===== src/rtl/vga_pmod_timing.sv =====
// VGA timing generator with colour-depth expansion and TinyTapeout PMOD pin mapping.
// The pinout select is latched only at the frame boundary so a mode change never tears the image.
module vga_pmod_timing #(
    parameter int   H_VIS    = 640,
    parameter int   H_FP     = 16,
    parameter int   H_SYNC   = 96,
    parameter int   H_BP     = 48,
    parameter int   V_VIS    = 480,
    parameter int   V_FP     = 10,
    parameter int   V_SYNC   = 2,
    parameter int   V_BP     = 33,
    parameter logic SYNC_POL = 1'b0,
    parameter int   CBITS    = 4,
    parameter int   CW       = 10
) (
    input  logic             clk,
    input  logic             rst_n,
    input  logic             mode_in,
    input  logic [CBITS-1:0] r_in,
    input  logic [CBITS-1:0] g_in,
    input  logic [CBITS-1:0] b_in,
    output logic [CW-1:0]    x,
    output logic [CW-1:0]    y,
    output logic             de,
    output logic             frame_start,
    output logic [7:0]       uo_out,
    output logic [7:0]       uio_out,
    output logic [7:0]       uio_oe
);

    localparam int H_TOTAL = H_VIS + H_FP + H_SYNC + H_BP;
    localparam int V_TOTAL = V_VIS + V_FP + V_SYNC + V_BP;

    localparam logic [CW-1:0] H_LAST   = CW'(H_TOTAL - 1);
    localparam logic [CW-1:0] V_LAST   = CW'(V_TOTAL - 1);
    localparam logic [CW-1:0] H_VIS_C  = CW'(H_VIS);
    localparam logic [CW-1:0] V_VIS_C  = CW'(V_VIS);
    localparam logic [CW-1:0] HS_START = CW'(H_VIS + H_FP);
    localparam logic [CW-1:0] HS_END   = CW'(H_VIS + H_FP + H_SYNC);
    localparam logic [CW-1:0] VS_START = CW'(V_VIS + V_FP);
    localparam logic [CW-1:0] VS_END   = CW'(V_VIS + V_FP + V_SYNC);

    // Left-justify a CBITS-wide channel into 4 bits, repeating its MSBs into the low bits.
    function automatic logic [3:0] expand(input logic [CBITS-1:0] c);
        logic [3:0] e;
        e = 4'b0000;
        for (int i = 0; i < 4; i++) begin
            e[3-i] = c[CBITS-1-(i % CBITS)];
        end
        return e;
    endfunction

    logic [CW-1:0] h_r;
    logic [CW-1:0] v_r;
    logic          mode_r;
    logic [3:0]    r4_r;
    logic [3:0]    g4_r;
    logic [3:0]    b4_r;
    logic          hs_r;
    logic          vs_r;

    logic          h_last_s;
    logic          v_last_s;
    logic          de_s;
    logic          hs_raw_s;
    logic          vs_raw_s;

    assign h_last_s    = (h_r == H_LAST);
    assign v_last_s    = (v_r == V_LAST);
    assign de_s        = (h_r < H_VIS_C) && (v_r < V_VIS_C);
    assign hs_raw_s    = (h_r >= HS_START) && (h_r < HS_END);
    assign vs_raw_s    = (v_r >= VS_START) && (v_r < VS_END);

    assign x           = h_r;
    assign y           = v_r;
    assign de          = de_s;
    assign frame_start = (h_r == '0) && (v_r == '0);

    // Horizontal and vertical raster counters; v advances only on the h wrap.
    always_ff @(posedge clk) begin
        if (!rst_n) begin
            h_r <= '0;
            v_r <= '0;
        end else if (h_last_s) begin
            h_r <= '0;
            if (v_last_s) begin
                v_r <= '0;
            end else begin
                v_r <= v_r + CW'(1);
            end
        end else begin
            h_r <= h_r + CW'(1);
        end
    end

    // Pinout select: follows mode_in in reset, otherwise only on the last pixel of a frame.
    always_ff @(posedge clk) begin
        if (!rst_n) begin
            mode_r <= mode_in;
        end else if (h_last_s && v_last_s) begin
            mode_r <= mode_in;
        end else begin
            mode_r <= mode_r;
        end
    end

    // Output stage: blanked colour plus syncs for the same h/v, keeping them aligned.
    always_ff @(posedge clk) begin
        if (!rst_n) begin
            r4_r <= 4'h0;
            g4_r <= 4'h0;
            b4_r <= 4'h0;
            hs_r <= ~SYNC_POL;
            vs_r <= ~SYNC_POL;
        end else begin
            r4_r <= de_s ? expand(r_in) : 4'h0;
            g4_r <= de_s ? expand(g_in) : 4'h0;
            b4_r <= de_s ? expand(b_in) : 4'h0;
            hs_r <= hs_raw_s ? SYNC_POL : ~SYNC_POL;
            vs_r <= vs_raw_s ? SYNC_POL : ~SYNC_POL;
        end
    end

    // Pin mapping for single-PMOD (2-bit) or Digilent dual-PMOD (4-bit) boards.
    always_comb begin
        uo_out  = 8'h00;
        uio_out = 8'h00;
        uio_oe  = 8'h00;
        if (mode_r) begin
            uo_out  = {hs_r, b4_r[2], g4_r[2], r4_r[2], vs_r, b4_r[3], g4_r[3], r4_r[3]};
            uio_out = 8'h00;
            uio_oe  = 8'h00;
        end else begin
            uo_out  = {b4_r, r4_r};
            uio_out = {2'b00, vs_r, hs_r, g4_r};
            uio_oe  = 8'hFF;
        end
    end

endmodule


===== config.mk =====
export PLATFORM = sky130hd
export DESIGN_NAME = vga_pmod_timing
export DESIGN_NICKNAME = d
export VERILOG_FILES = /design/src/rtl/vga_pmod_timing.sv
export SDC_FILE = /design/constraint.sdc
export NUM_CORES = 1
export LEC_CHECK = 0
export ABC_AREA = 1
export BUFFER_PORTS_ARGS = -buffer_cell sky130_fd_sc_hd__buf_2
export CAP_MARGIN = 40
export CORE_ASPECT_RATIO = 1.1
export CORE_MARGIN = 2
export CORE_UTILIZATION = 47
export DETAILED_ROUTE_END_ITERATION = 12
export HOLD_SLACK_MARGIN = 0.1
export PLACE_DENSITY = 0.86
export SYNTH_ARGS = -nofsm -noshare
export SYNTH_HDL_FRONTEND = slang
export SYNTH_SLANG_ARGS = --single-unit

===== constraint.sdc =====
create_clock -name clk -period 3.5 [get_ports clk]
set_input_delay 0.7 -clock clk [delete_from_list [all_inputs] [get_ports clk]]
set_output_delay 0.7 -clock clk [all_outputs]
set_load 0.02 [all_outputs]

==> impl_metrics.yaml, run 1 <==
run_status:
  status: "finished, final reports clean"
cells_and_area:
  drive_above_1_share_pct: 24.7
  n_antenna_cell: 0
  final_cell_mix: "buf_2 (58), nand2_1 (51), nor2_1 (48), inv_1 (43), dfxtp_1 (34)"
  fin_nets: 334
  num-fill-cells: 366
  final_util_pct: 58.4
  syn_to_final_growth_pct: 18.1
  mostFrequentLayoutCell: "buf_2"
setup_path:
  crit_start: "mode_r"
  reg2reg_to: "y[8]"
  crit_type: "register to output pin"
  r2r_cells: 8
  worstPathArrival_ps: 1560
  cp_max_fo: 19
  critPathBufInv: 2
  r2r_start: "x[0]"
  critical-path-top-delay-family: "buffers and inverters"
  required_ps: 2800
  slowest_delay_ps: 520
  crit_chain: "inv_1 > nand2_1 > o21ai_0 > buf_2"
  r2r_slack_ps: 1860
  crit_path_end_kind: "output pin"
  cp_slowest_cell: "edfxtp_1"
  worst_setup_path_start_kind: "register"
power:
  cell_internal_pwr_w: 0.000577
  pwr-share-seq_pct: 53.1
  power_density_nw_per_um2: 366
  clkPwrFrac_pct: 36.7
  p_sw_share_pct: 26.6
  peakVddDrop_mv: 0.278
  p_comb_share_pct: 10.1
  power.leakage_nw: 1.09
  p_switching_w: 0.000209
routing:
  post_drt_via_cell_ratio: 4.78
  vias: 1748
  drt-initial-drc-count: 60
  wl_mm: 3.74
  drc: 0
  dr.pass1.iters: 4
  ant_nets: 0
  wl_per_cell_um: 10.2
min_path:
  hp-class: "register to register"
  holdPathEnd: "x[0]"
  worst_hold_startpoint: "x[0]"
  hold_path_depth: 1
sta:
  rsz0062_at_grt: "no"
  drv_slew: 0
  hold_violations: 0
  finalSetupViolations: 0
  finalClockSkew_ps: 8.49
  whs_ps: 504
  period_minus_slack_ps: 2260
  min_period_over_period_pct: 64.6
  setup_tns_ps: 0
  fmax_mhz: 442
synthesis:
  synth_seq_cells: 35
  synthCells: 265
  synth_area_per_cell_um2: 6.87
  synth_cell_types: 31
  ys_seq_area_share_pct: 39.0
  synth_area_um2: 1820
  synth_warnings: 0
job:
  drv_cap: 0
place:
  gp_congestion: 0.847
  numPortBuffers: 58
  dp_hpwl_mm: 2.87
cts:
  cts-buffers-inserted: 5
  cts.path.max_buffers: 2
  post_cts_resized: 0
  cts_htree_levels: 2
  cts_tree: "done"
  cts_setup_buffers: 0
  root_buffer: "clkbuf_8"
  insertion_delay_ps: 290
  clk_pin_slew_ps: 70
  cts.sinks: 35
  ctsHoldBuffers: 0
floorplanning:
  rows: 23
  die-area_um2: 4390
  die_height_um: 69.3
  initial_core_util_pct: 49.4
  io_pins: 61
  core-area_um2: 3680
  die_w_um: 63.3
global_route:
  antenna_found_initial: 0
  grt_pass1_vias: 1515
  grt_max_degree: 20
  grt_pass1_wl_mm: 6.43
  grt.total_usage_pct: 17.9
  overflow: 0
-- routing by layer --
layer	GRT usage (%)	vias to the layer above	share of wire, %
met4	6.04	0	1.8
met2	30.2	73	47
li1	-	906	-
met5	0	-	0
met1	21.3	760	42
met3	5.68	9	8.8
-- final cells by class --
type,count,area (µm²),area share [%]
Clock buffer,5,68.8,3.20
Tap cell,50,62.6,2.91
Multi-Input combinational cell,169,822,38.2
Clock inverter,3,20.0,0.931
Timing Repair Buffer,58,290,13.5
Inverter,46,175,8.15
Sequential cell,35,711,33.1
-- metrics by stage --
step	cells	area, µm²	total power (W)	worst slack (ps)
after CTS	366	2150	0.000793	1230
after floorplan	266	1820	0.000487	1310
after global routing	366	2150	0.000819	1040
after global placement	358	2060	0.000505	1640
final	366	2150	0.000786	1240
after detailed placement	358	2060	0.000507	1550
-- flip-flops by register name (all words and copies together) (netlist names) --
name,cells
mode_r,1
x,10
hs_r,1
b4_r,4
r4_r,4
y,10
g4_r,4
vs_r,1
-- cell families after synthesis --
| group | Yosys count | synth area share [%] |
|---|---|---|
| AND/OR/NAND/NOR | 137 | 33.9 |
| other | 1 | 0.206 |
| flip-flops | 35 | 39.0 |
| XOR/XNOR | 2 | 0.962 |
| AO/OA/AOI/OAI | 24 | 7.15 |
| adder cells (fa/ha/maj) | 4 | 2.75 |
| buffers and inverters | 62 | 16.0 |
-- power by group through the flow --
| stage | Combinational (W) | Sequential (W) | Clock (W) |
|---|---|---|---|
| after floorplan | 0.0000582 | 0.000428 | 0 |
| after global placement | 0.0000787 | 0.000427 | 0 |
| after detailed placement | 0.0000802 | 0.000427 | 0 |
| after CTS | 0.0000804 | 0.000418 | 0.000295 |
| after global routing | 0.0000891 | 0.000419 | 0.000311 |
| final | 0.0000796 | 0.000418 | 0.000289 |
-- worst reg2reg max path, delay by kind of cell (launching register included) --
kind,cells,cell delay (ps)
and+or+nand+nor,7,890
DFF,1,410
adders and majority gates,1,240
-- Yosys cell counts --
cell type	n	share of area, %
nand2_4	2	1.2
nor2_2	3	1.0
nand4_1	5	1.7
buf_6	2	1.2
xor2_1	2	0.96
inv_4	1	0.34
nand2_1	51	11
o21ai_0	11	3.0
clkbuf_1	1	0.21
nand2_2	1	0.34
inv_2	2	0.41
nand3_1	15	4.1
buf_2	2	0.55
edfxtp_1	1	1.6
nor3b_1	1	0.41
nor2_4	1	0.62
nor3_1	6	1.6
nor2_1	48	9.9
nand2_8	1	1.1
nand3_2	1	0.55
clkbuf_2	1	0.27
a21oi_1	9	2.5
ha_1	4	2.7
conb_1	1	0.21
o21ai_1	1	0.27
o21bai_1	1	0.41
o2111ai_1	2	0.96
dfxtp_1	34	37
buf_4	10	4.1
nor4_1	2	0.69
inv_1	43	8.9
-- how the worst max path moves through the flow --
stage | endpoint | slack (ps) | depth (start not counted)
floorplan | uo_out[3] | 1310 | 4
global placement | uo_out[3] | 1640 | 4
detailed placement | uo_out[1] | 1550 | 4
CTS | uo_out[1] | 1230 | 4
global route | uo_out[5] | 1040 | 4
finish | uo_out[1] | 1240 | 4
No activity file was read; power rests on OpenSTA's default activity.
==> run 2, diff against run 1 <==
CORE_UTILIZATION = 45   (was 47)
clock period = 2.05 ns   (was 3.5 ns; I/O delays follow)
==> run 2 against run 1 <==
  * Sequential power up 71%
  * Critical path type unchanged
  * Hold slack worse by 200 ps
  * Wire length up 5.6%
  * Largest power group unchanged
  * Critical path depth shrank 1
  * Register-to-register slack lost 1400 ps
  * Core utilization is 2.2 points lower
  * Non-clock buffer count rose by 5
==> impl_metrics.yaml, run 2 (synthesized netlist as in run 1, its figures left out) <==
run_status:
  status: "finished, final reports clean"
global_route:
  grt.total_usage_pct: 17.8
  grt_max_degree: 20
  grt_use_met3_pct: 3.02
  grt_pass1_vias: 1523
  grt_pass1_wl_mm: 6.33
  antenna_found_initial: 0
  use_met1_pct: 19.7
  overflow: 0
  gr-max-usage-layer: "met2"
  met2_usage_pct: 31.8
setup_path:
  cp_max_fo: 17
  crit_type: "register to output pin"
  required_ps: 1640
  crit_path_end_kind: "output pin"
  worst_setup_path_start_kind: "register"
  worstPathArrival_ps: 1470
  slowest_delay_ps: 490
  cp_slowest_cell: "edfxtp_1"
  r2r_cells: 8
  crit_chain: "clkinvlp_4 > o21ai_0 > buf_2"
sta:
  finalSetupViolations: 0
  fmax_mhz: 533
  period_minus_slack_ps: 1880
  setup_slack_ps: 174
  min_period_over_period_pct: 91.5
  finalClockSkew_ps: 5.04
  setup_tns_ps: 0
  rsz0062_at_grt: "no"
  whs_ps: 308
  hold_violations: 0
  drv_slew: 0
cts:
  cts_htree_levels: 2
  cts.sinks: 35
  cts_tree: "done"
  cts.path.max_buffers: 2
  root_buffer: "clkbuf_8"
  cts-buffers-inserted: 5
  insertion_delay_ps: 280
  clk_pin_slew_ps: 70
routing:
  post_drt_via_cell_ratio: 4.73
  wl_per_cell_um: 10.6
  wl_mm: 3.94
  drc: 0
  ant_nets: 0
  dr.pass1.iters: 4
  vias: 1766
  drt-initial-drc-count: 47
job:
  drv_cap: 0
place:
  gp_congestion: 0.877
  placedCellCount: 360
  dp_hpwl_mm: 3.03
  numPortBuffers: 58
  pre_cts_ws_ps: 414
  place_area_um2: 2060
floorplanning:
  core-area_um2: 3930
  die-area_um2: 4570
  initial_core_util_pct: 46.3
  die_w_um: 64.6
  die_height_um: 70.7
  rows: 24
  io_pins: 61
cells_and_area:
  n_antenna_cell: 0
  stdcell_count: 373
  fin_nets: 339
  fin_area_um2: 2210
  drive_above_1_share_pct: 26.2
  mostFrequentLayoutCell: "buf_2"
  syn_to_final_growth_pct: 21.3
  final_cell_mix: "buf_2 (58), nand2_1 (51), nor2_1 (48), inv_1 (42), dfxtp_1 (34)"
min_path:
  hp-class: "input pin to register"
  hold_path_depth: 1
power:
  power_density_nw_per_um2: 635
  peakVddDrop_mv: 0.308
  power.leakage_nw: 1.12
==> run 2: changes by cell type in the layout (fill, tap and decap cells not counted) <==
cell      previous run  this run
buf_4                0         5
clkbuf_8             5         7
clkinv_2             1         0
inv_1               43        42
==> run 2: power by group <==
group          switching [W]  leakage (nW)  total [W]  internal, W
Sequential         0.0000120         0.287   0.000713     0.000701
Clock               0.000240        0.0505   0.000545     0.000305
Combinational      0.0000908         0.784   0.000144    0.0000532
==> run 2: worst max-delay path: cells and delay by family, from the launching register on <==
family	cells	cell delay [ps]
compound gates	1	220
buf+inv	2	480
flops	1	490
==> run 2: path summary, 6_finish.rpt <==
kind | startpoint | endpoint | slack (ps)
max | mode_r | uo_out[1] | 170
min | mode_in | mode_r | 310
max reg2reg | x[0] | y[9] | 440
min reg2reg | x[0] | x[0] | 490
==> run 2: timing repair <==
| item | in CTS | in global routing |
|---|---|---|
| hold buffers | 0 | 0 |
| gates resized for setup | 0 | 1 |
| setup endpoints to repair | 0 | 3 |
| buffers inserted | 0 | 5 |
==> run 2: metrics by stage <==
step                      power (W)  utilization (%)
after floorplan            0.000831                -
after global placement     0.000866             52.4
after detailed placement   0.000868             52.4
after CTS                   0.00142             55.1
after global routing        0.00147             56.1
final                       0.00140             56.1
==> run 2: final cells by class <==
cell class / instances / area (µm²)
clock buffers: 7 / 96.3
clock inverters: 1 / 7.51
fillers: 388 / 1730
inverters: 46 / 179
multi-input cells: 169 / 822
flip-flops and latches: 35 / 711
well taps: 52 / 65.1
repair buffers: 63 / 328
==> run 2: per-layer routing <==
| metal | up-vias | share of wire, % | routed length [µm] |
|---|---|---|---|
| met4 | 0 | 1.4 | 56 |
| met3 | 5 | 4.9 | 194 |
| met1 | 781 | 42 | 1650 |
| li1 | 923 | - | - |
| met2 | 57 | 52 | 2040 |
| met5 | - | 0 | 0 |
